--- config.mk ---
export PLATFORM = sky130hd
export DESIGN_NAME = wb_arbiter
export DESIGN_NICKNAME = d
export VERILOG_FILES = /design/src/rtl/wb_pkg.sv /design/src/rtl/wb_buffer.sv /design/src/rtl/wb_arbiter.sv
export SDC_FILE = /design/constraint.sdc
export NUM_CORES = 1
export LEC_CHECK = 0
export CAP_MARGIN = 20
export CORE_ASPECT_RATIO = 1.1
export CORE_MARGIN = 2
export CORE_UTILIZATION = 30
export CTS_CLUSTER_SIZE = 8
export DETAILED_ROUTE_END_ITERATION = 6
export HOLD_SLACK_MARGIN = 0.08
export PLACE_DENSITY = 0.52
export SETUP_SLACK_MARGIN = 0.5
export SLEW_MARGIN = 30
export SYNTH_ARGS = -nofsm -noshare
export SYNTH_HDL_FRONTEND = slang
export SYNTH_SLANG_ARGS = --single-unit
--- constraint.sdc ---
create_clock -name clk_i -period 1.9 [get_ports clk_i]
set_input_delay 0.475 -clock clk_i [delete_from_list [all_inputs] [get_ports clk_i]]
set_output_delay 0.475 -clock clk_i [all_outputs]
set_load 0.02 [all_outputs]
--- src/rtl/wb_pkg.sv ---
// rtl/wb_pkg.sv - shared types and constants for the register-file writeback arbiter
package wb_pkg;

  localparam int XLEN       = 32;
  localparam int REG_ADDR_W = 5;

  typedef enum logic {
    RUN   = 1'b0,
    DRAIN = 1'b1
  } wb_state_t;

  typedef struct packed {
    logic [REG_ADDR_W-1:0] rd;
    logic [XLEN-1:0]       data;
    logic                  kill;
  } wb_entry_t;

endpackage

--- src/rtl/wb_buffer.sv ---
// rtl/wb_buffer.sv - MDU result FIFO with per-entry kill-by-destination compare
module wb_buffer
  import wb_pkg::*;
#(
  parameter  int DATA_W = 32,
  parameter  int DEPTH  = 2,
  localparam int PTR_W  = $clog2(DEPTH),
  localparam int CNT_W  = PTR_W + 1
) (
  input  logic                  clk,
  input  logic                  rst_n,
  input  logic                  push,
  input  logic [REG_ADDR_W-1:0] push_rd,
  input  logic [DATA_W-1:0]     push_data,
  input  logic                  push_kill,
  input  logic                  pop,
  input  logic                  kill_en,
  input  logic [REG_ADDR_W-1:0] kill_rd,
  output logic [REG_ADDR_W-1:0] head_rd,
  output logic [DATA_W-1:0]     head_data,
  output logic                  head_kill,
  output logic [CNT_W-1:0]      count
);

  typedef struct packed {
    logic [REG_ADDR_W-1:0] rd;
    logic [DATA_W-1:0]     data;
    logic                  kill;
  } entry_t;

  entry_t           mem [DEPTH];
  logic [PTR_W-1:0] wr_ptr;
  logic [PTR_W-1:0] rd_ptr;

  // Power-of-two depth lets the pointers wrap by plain overflow
  always_ff @(posedge clk or negedge rst_n) begin
    if (!rst_n) begin
      wr_ptr <= '0;
      rd_ptr <= '0;
      count  <= '0;
    end else begin
      if (push) wr_ptr <= wr_ptr + 1'b1;
      if (pop)  rd_ptr <= rd_ptr + 1'b1;
      case ({push, pop})
        2'b10:   count <= count + 1'b1;
        2'b01:   count <= count - 1'b1;
        default: count <= count;
      endcase
    end
  end

  // Kill marks stale slots too; harmless since they are overwritten on push
  always_ff @(posedge clk) begin
    for (int i = 0; i < DEPTH; i++) begin
      if (kill_en && mem[i].rd == kill_rd) mem[i].kill <= 1'b1;
    end
    if (push) mem[wr_ptr] <= '{rd: push_rd, data: push_data, kill: push_kill};
  end

  assign head_rd   = mem[rd_ptr].rd;
  assign head_data = mem[rd_ptr].data;
  assign head_kill = mem[rd_ptr].kill;

endmodule

--- src/rtl/wb_arbiter.sv ---
// rtl/wb_arbiter.sv - arbitrates the register-file write port between pipeline and MDU
module wb_arbiter
  import wb_pkg::*;
#(
  parameter int DATA_W   = 32,
  parameter int DEPTH    = 2,
  parameter int MAX_WAIT = 4
) (
  input  logic                  clk_i,
  input  logic                  rst_n_i,
  input  logic                  pipe_we_i,
  input  logic [REG_ADDR_W-1:0] pipe_rd_i,
  input  logic [DATA_W-1:0]     pipe_data_i,
  input  logic                  mdu_valid_i,
  input  logic [REG_ADDR_W-1:0] mdu_rd_i,
  input  logic [DATA_W-1:0]     mdu_data_i,
  output logic                  mdu_ready_o,
  output logic                  stall_o,
  output logic                  rf_we_o,
  output logic [REG_ADDR_W-1:0] rf_rd_o,
  output logic [DATA_W-1:0]     rf_wdata_o,
  output logic [$clog2(DEPTH):0] buf_cnt_o
);

  localparam int CNT_W  = $clog2(DEPTH) + 1;
  localparam int WAIT_W = $clog2(MAX_WAIT + 1);

  wb_state_t             state, state_n;
  logic [WAIT_W-1:0]     wait_cnt, wait_n;
  logic                  we_n;
  logic [REG_ADDR_W-1:0] rd_n;
  logic [DATA_W-1:0]     data_n;

  logic                  push, push_kill, pop, kill_en;
  logic [REG_ADDR_W-1:0] head_rd;
  logic [DATA_W-1:0]     head_data;
  logic                  head_kill;
  logic [CNT_W-1:0]      count;

  logic pipe_req, mdu_xfer, mdu_live, buf_empty;

  wb_buffer #(.DATA_W(DATA_W), .DEPTH(DEPTH)) u_buf (
    .clk       (clk_i),
    .rst_n     (rst_n_i),
    .push      (push),
    .push_rd   (mdu_rd_i),
    .push_data (mdu_data_i),
    .push_kill (push_kill),
    .pop       (pop),
    .kill_en   (kill_en),
    .kill_rd   (pipe_rd_i),
    .head_rd   (head_rd),
    .head_data (head_data),
    .head_kill (head_kill),
    .count     (count)
  );

  assign mdu_ready_o = (count < CNT_W'(DEPTH));
  assign buf_cnt_o   = count;
  assign stall_o     = (state == DRAIN);
  assign pipe_req    = pipe_we_i && (pipe_rd_i != '0);
  assign mdu_xfer    = mdu_valid_i && mdu_ready_o;
  assign mdu_live    = mdu_xfer && (mdu_rd_i != '0);
  assign buf_empty   = (count == '0);

  always_comb begin
    state_n   = state;
    wait_n    = wait_cnt;
    we_n      = 1'b0;
    rd_n      = '0;
    data_n    = '0;
    push      = 1'b0;
    push_kill = 1'b0;
    pop       = 1'b0;
    kill_en   = 1'b0;
    if (state == DRAIN) begin
      pop     = 1'b1;
      we_n    = !head_kill;
      rd_n    = head_kill ? '0 : head_rd;
      data_n  = head_kill ? '0 : head_data;
      wait_n  = '0;
      push    = mdu_live;
      state_n = RUN;
    end else if (pipe_req) begin
      we_n      = 1'b1;
      rd_n      = pipe_rd_i;
      data_n    = pipe_data_i;
      kill_en   = 1'b1;
      push      = mdu_live;
      push_kill = (mdu_rd_i == pipe_rd_i);
      if (!buf_empty) wait_n = wait_cnt + WAIT_W'(1);
      if (!buf_empty && wait_n == WAIT_W'(MAX_WAIT)) state_n = DRAIN;
    end else if (!buf_empty) begin
      pop    = 1'b1;
      we_n   = !head_kill;
      rd_n   = head_kill ? '0 : head_rd;
      data_n = head_kill ? '0 : head_data;
      wait_n = '0;
      push   = mdu_live;
    end else if (mdu_live) begin
      we_n   = 1'b1;
      rd_n   = mdu_rd_i;
      data_n = mdu_data_i;
    end
  end

  always_ff @(posedge clk_i or negedge rst_n_i) begin
    if (!rst_n_i) begin
      state      <= RUN;
      wait_cnt   <= '0;
      rf_we_o    <= 1'b0;
      rf_rd_o    <= '0;
      rf_wdata_o <= '0;
    end else begin
      state      <= state_n;
      wait_cnt   <= wait_n;
      rf_we_o    <= we_n;
      rf_rd_o    <= rd_n;
      rf_wdata_o <= data_n;
    end
  end

endmodule

==> impl_summary.md <==
STA
Setup slack on the critical path of the routed design comes to 0.0353 ns. The hold violation total from the final report was 0. The pin slew with the least headroom to its limit is 0.579 ns. The final number of setup-violating endpoints is 0. The post-layout minimum cycle time is 1.86 ns. Timing would allow up to 536 MHz. After layout, the worst path uses 98.1% of the clock period. Setup repair after global routing could not meet its margin everywhere. The count of pins over their slew limit is 0. Between clock sinks in the finished design, the worst skew comes to 0.00695 ns. Final hold analysis gives a worst-case slack of 0.386 ns. Headroom to the max-slew limit came out at 61.4%.

Logic synthesis
The proportion of netlist area held by the largest area contributor is 44.0%. The number of enable-type register cells in the synthesized netlist is 74. The simple-gate share of the synthesized area is 7.14%.

The share of synthesized registers carrying an async set or reset is 37.7%. By area, the combinational part of the netlist is dominated by compound AO/OA/AOI/OAI gates. The synthesized area per cell is 15.1 µm².

The library cell occupying the most area in the post-synthesis netlist is sky130_fd_sc_hd__edfxtp_1. The compound-cell area share of the yosys netlist is 9.67%. The number of warnings printed during yosys synthesis is 0. The post-synthesis instance total is 334. The dominant register cell in the synthesized netlist is sky130_fd_sc_hd__edfxtp_1. The arithmetic-cell share of the synthesized area counting full adders, half adders and majority gates is 0.496%. By area the synthesized netlist is led by sky130_fd_sc_hd__edfxtp_1, sky130_fd_sc_hd__dfrtp_1, sky130_fd_sc_hd__mux2i_1. The synthesized netlist net count is 414.

The commonest cells after synthesis are sky130_fd_sc_hd__edfxtp_1, sky130_fd_sc_hd__dfrtp_1, sky130_fd_sc_hd__nor3_1. The number of synthesized register bits is 122. After synthesis, the netlist uses 42 different library cells. The share of synthesized area occupied by flip-flops and latches is 67.6%. sky130_fd_sc_hd__edfxtp_1 is the most common cell in the netlist. After Yosys synthesis, XOR and XNOR cells account for 3.82% of the synthesized area. Summing every instance area after synthesis gives 5050 µm². The multiplexer area fraction after synthesis is 7.96%.

Worst setup path
The type of the worst setup path is in2reg. Data on the critical path arrives at its endpoint at 2.05 ns. The startpoint identified for the worst register-to-register timing path is u_buf.count[1]. The worst register-to-register path has a depth of 5.

The register-to-register path setup slack is 0.06 ns. Along the worst path, the maximum fanout reaches 6. The slowest stage of the critical path is the sky130_fd_sc_hd__or4_4 cell.

The required time of the critical path is 2.08 ns. Traced cell by cell, the critical path runs through buf_2 -> or4_4 -> o21ba_4 -> o211ai_1 -> buf_4 -> clkinvlp_4 -> buf_6 -> clkbuf_16. The cell type group with the largest total delay on the critical path is buffers and inverters. In this run the critical register-to-register path is captured at u_buf.mem[1][24]. The critical path launch point type is an input pin. The peak per-stage delay on the critical path is 0.55 ns.

The kind of capture point of the worst setup path is a flip-flop. Together, buffers and inverters on the worst path number 5.

Die
The area inside the core boundary is 16400 µm². The x dimension of the die is 128 µm. The placement row count is 49. The effective utilization at floorplan is 30.7%.

The number of placed I/O pins is 120. The die span in y is 140 µm. The floorplan step defined a die boundary enclosing 17900 µm².

Hold path
The critical hold path startpoint is mdu_rd_i[2]. Counting instances, the worst hold path has a depth of 2. The worst hold path terminates at u_buf.mem[0][35]. The type of the tightest min-delay check is in2reg.

Global route
The global routing usage summed across all routing layers is 16.2%. The first global-routing pass estimated 21.5 mm of wire. The via count of the first global-routing pass is 3836.

After global routing the overflow that remains totals 0. The number of antenna violations at the first check in global routing is 3. Entering global routing, the biggest net connects 47 pins.

Power
The proportion of power drawn by combinational gates is 44.3%. VDD sags by at most 0.000756 V. For this design the total switching power over the nets is 4.24 mW. The static leakage power is 3.40 nW. In this run, the clock network consumes 25.6% of the power. Summing internal, switching and leakage power gives 12.8 mW. The power share of the sequential group is 30.1%. Cell internal power was estimated by the tool at 8.57 mW.

The switching share of power is 33.1%. For this design the ratio of total power to cell area is 1480 nW/µm².

Placed design
The placed wire-length estimate is 8.66 mm. In this run the tool buffered the top-level ports with 119 buffer cells. Routability-driven placement finished with a final weighted congestion of 0.785. The pre-CTS setup slack is -0.698 ns.

Drt
The wire length per cell is 19.5 µm. For this run, design rule violations remaining after detail routing come to 0. For this run, the detailed router's first-pass iteration total came to 4.

The post-detailed-routing wire length is 14.7 mm. The post-detailed-route count of antenna-violating nets is 0. The average vias per placed instance is 4.89. The detailed router finished its first iteration with 193 violations. The routed via count is 3675.

Clock network
The clock reaches the later pin of the worst-skew pair after 0.42 ns. The clock tree from TritonCTS is done. The number of clock buffers inserted by TritonCTS is 17.

The deepest clock path buffer count is 2. The number of levels the H-tree was split into is 4. The cell at the root of the clock tree is sky130_fd_sc_hd__clkbuf_16.

Clock-pin slew was measured on the worst setup and hold paths at 0.05 ns. For this design, the sink count on the clock tree is 122.

Final layout
Cells with a size suffix above 1 make up 41.9% of the layout. The area growth from synthesis to layout is 71.6%. In the final design database the tool counted 613 nets.

Status
The flow ran to the end, and the final reports show no timing, DRC or antenna violations.

Job
Across the run, the number of max-cap violations was 0.
-- layer usage --
| metal | vias to the layer above | share of wire, % | global-route usage, % | wire length, µm |
|---|---|---|---|---|
| met5 | - | 0.16 | 0 | 24 |
| met2 | 108 | 49 | 26.7 | 7190 |
| li1 | 1713 | - | - | - |
| met1 | 1829 | 44 | 19.6 | 6380 |
| met3 | 21 | 6.2 | 5.69 | 906 |
| met4 | 4 | 1.1 | 5.78 | 165 |
-- kinds of logic (layout without fill, tap and decap cells) --
| family | count (synthesis) | count (layout) |
|---|---|---|
| other | 0 | 1 |
| AO/OA/AOI/OAI | 51 | 51 |
| adder cells (fa/ha/maj) | 2 | 2 |
| AND/OR/NAND/NOR | 66 | 66 |
| buffers and inverters | 31 | 243 |
| multiplexers | 40 | 40 |
| XOR/XNOR | 22 | 22 |
| flip-flops | 122 | 122 |
-- state kept, by name, indices dropped and copies added, names as in the netlist --
signal	flops
stall_o	1
rf_we_o	1
u_buf.rd_ptr	1
rf_rd_o	5
rf_wdata_o	32
u_buf.wr_ptr	1
u_buf.count	2
u_buf.mem	76
wait_cnt	3
-- worst max-delay path by stage --
stage	startpoint	end	slack [ns]	cells past startpoint
detailed placement	mdu_rd_i[3]	u_buf.mem[0][14]	-0.70	6
finish	mdu_rd_i[1]	u_buf.mem[0][36]	0.04	8
floorplan	mdu_rd_i[3]	u_buf.mem[0][10]	-0.51	4
CTS	u_buf.count[1]	u_buf.mem[0][27]	0.09	6
global route	u_buf.count[1]	rf_rd_o[1]	-0.01	6
global placement	mdu_rd_i[3]	u_buf.mem[0][15]	-0.66	6
-- cell usage in the layout, fill, tap and decap left out, types with 2 or more instances in the layout --
cell type                          n
sky130_fd_sc_hd__buf_2             4
sky130_fd_sc_hd__clkinv_2          3
sky130_fd_sc_hd__nor2_1            4
sky130_fd_sc_hd__buf_4            40
sky130_fd_sc_hd__nand2_1           3
sky130_fd_sc_hd__a221o_1          36
sky130_fd_sc_hd__clkbuf_16        23
sky130_fd_sc_hd__mux2i_1          39
sky130_fd_sc_hd__buf_16            6
sky130_fd_sc_hd__buf_12           16
sky130_fd_sc_hd__edfxtp_1         74
sky130_fd_sc_hd__nor3_1            6
sky130_fd_sc_hd__a41oi_1           2
sky130_fd_sc_hd__nor3_4           31
sky130_fd_sc_hd__xnor2_1           9
sky130_fd_sc_hd__clkbuf_8          2
sky130_fd_sc_hd__clkinv_1          2
sky130_fd_sc_hd__xor2_1           10
sky130_fd_sc_hd__dlygate4sd2_1     6
sky130_fd_sc_hd__clkdlybuf4s15_1   2
sky130_fd_sc_hd__clkinvlp_4        6
sky130_fd_sc_hd__dfrtp_1          43
sky130_fd_sc_hd__dfxtp_1           2
sky130_fd_sc_hd__nor3_2            8
sky130_fd_sc_hd__inv_4             2
sky130_fd_sc_hd__nand2b_4          2
sky130_fd_sc_hd__clkdlybuf4s50_1  65
sky130_fd_sc_hd__bufinv_16         3
sky130_fd_sc_hd__dfrtp_2           3
sky130_fd_sc_hd__buf_6            60
sky130_fd_sc_hd__xnor2_2           3
-- layout make-up --
class	instances	area, µm²
fill	1373	7770
sequential	122	3420
timing repair buffer	207	2380
multi-input combinational	181	1980
clock buffer	19	453
tap	204	255
clock inverter	13	150
inverter	4	23.8
antenna	1	2.50
-- power groups by stage --
stage	Combinational [mW]	Clock [mW]	Sequential, mW
floorplan	1.97	0	4.20
global placement	3.96	0	3.81
detailed placement	3.99	0	3.82
CTS	4.79	3.34	3.86
global route	6.02	3.47	3.92
finish	5.68	3.27	3.85
-- stage by stage --
step / instances / util (%) / instance area (µm²) / TNS, ns
after detailed placement: 673 / 42.0 / 6900 / -72.46
after CTS: 735 / 49.5 / 8130 / 0
after global routing: 751 / 52.7 / 8660 / -0.0430
after floorplan: 334 / - / 5200 / -26.73
after global placement: 673 / 42.0 / 6900 / -69.02
final: 751 / 52.7 / 8660 / 0
-- worst register-to-register path, delay by kind of cell, from the launching register on --
family / cells / cell delay, ns
buffers and inverters: 3 / 0.44
DFF: 1 / 0.43
and+or+nand+nor: 1 / 0.40
AOI/OAI and AO/OA: 1 / 0.34
-- timing repair --
action / CTS / global route
resized for setup: 325 / 58
endpoints found under the hold margin: 46 / 0
pin swaps: 16 / 23
endpoints found under the setup margin: 164 / 162
setup buffers: 23 / 9
hold buffers: 1 / 0
cloned: 6 / 6
No activity file was read; power rests on OpenSTA's default activity.
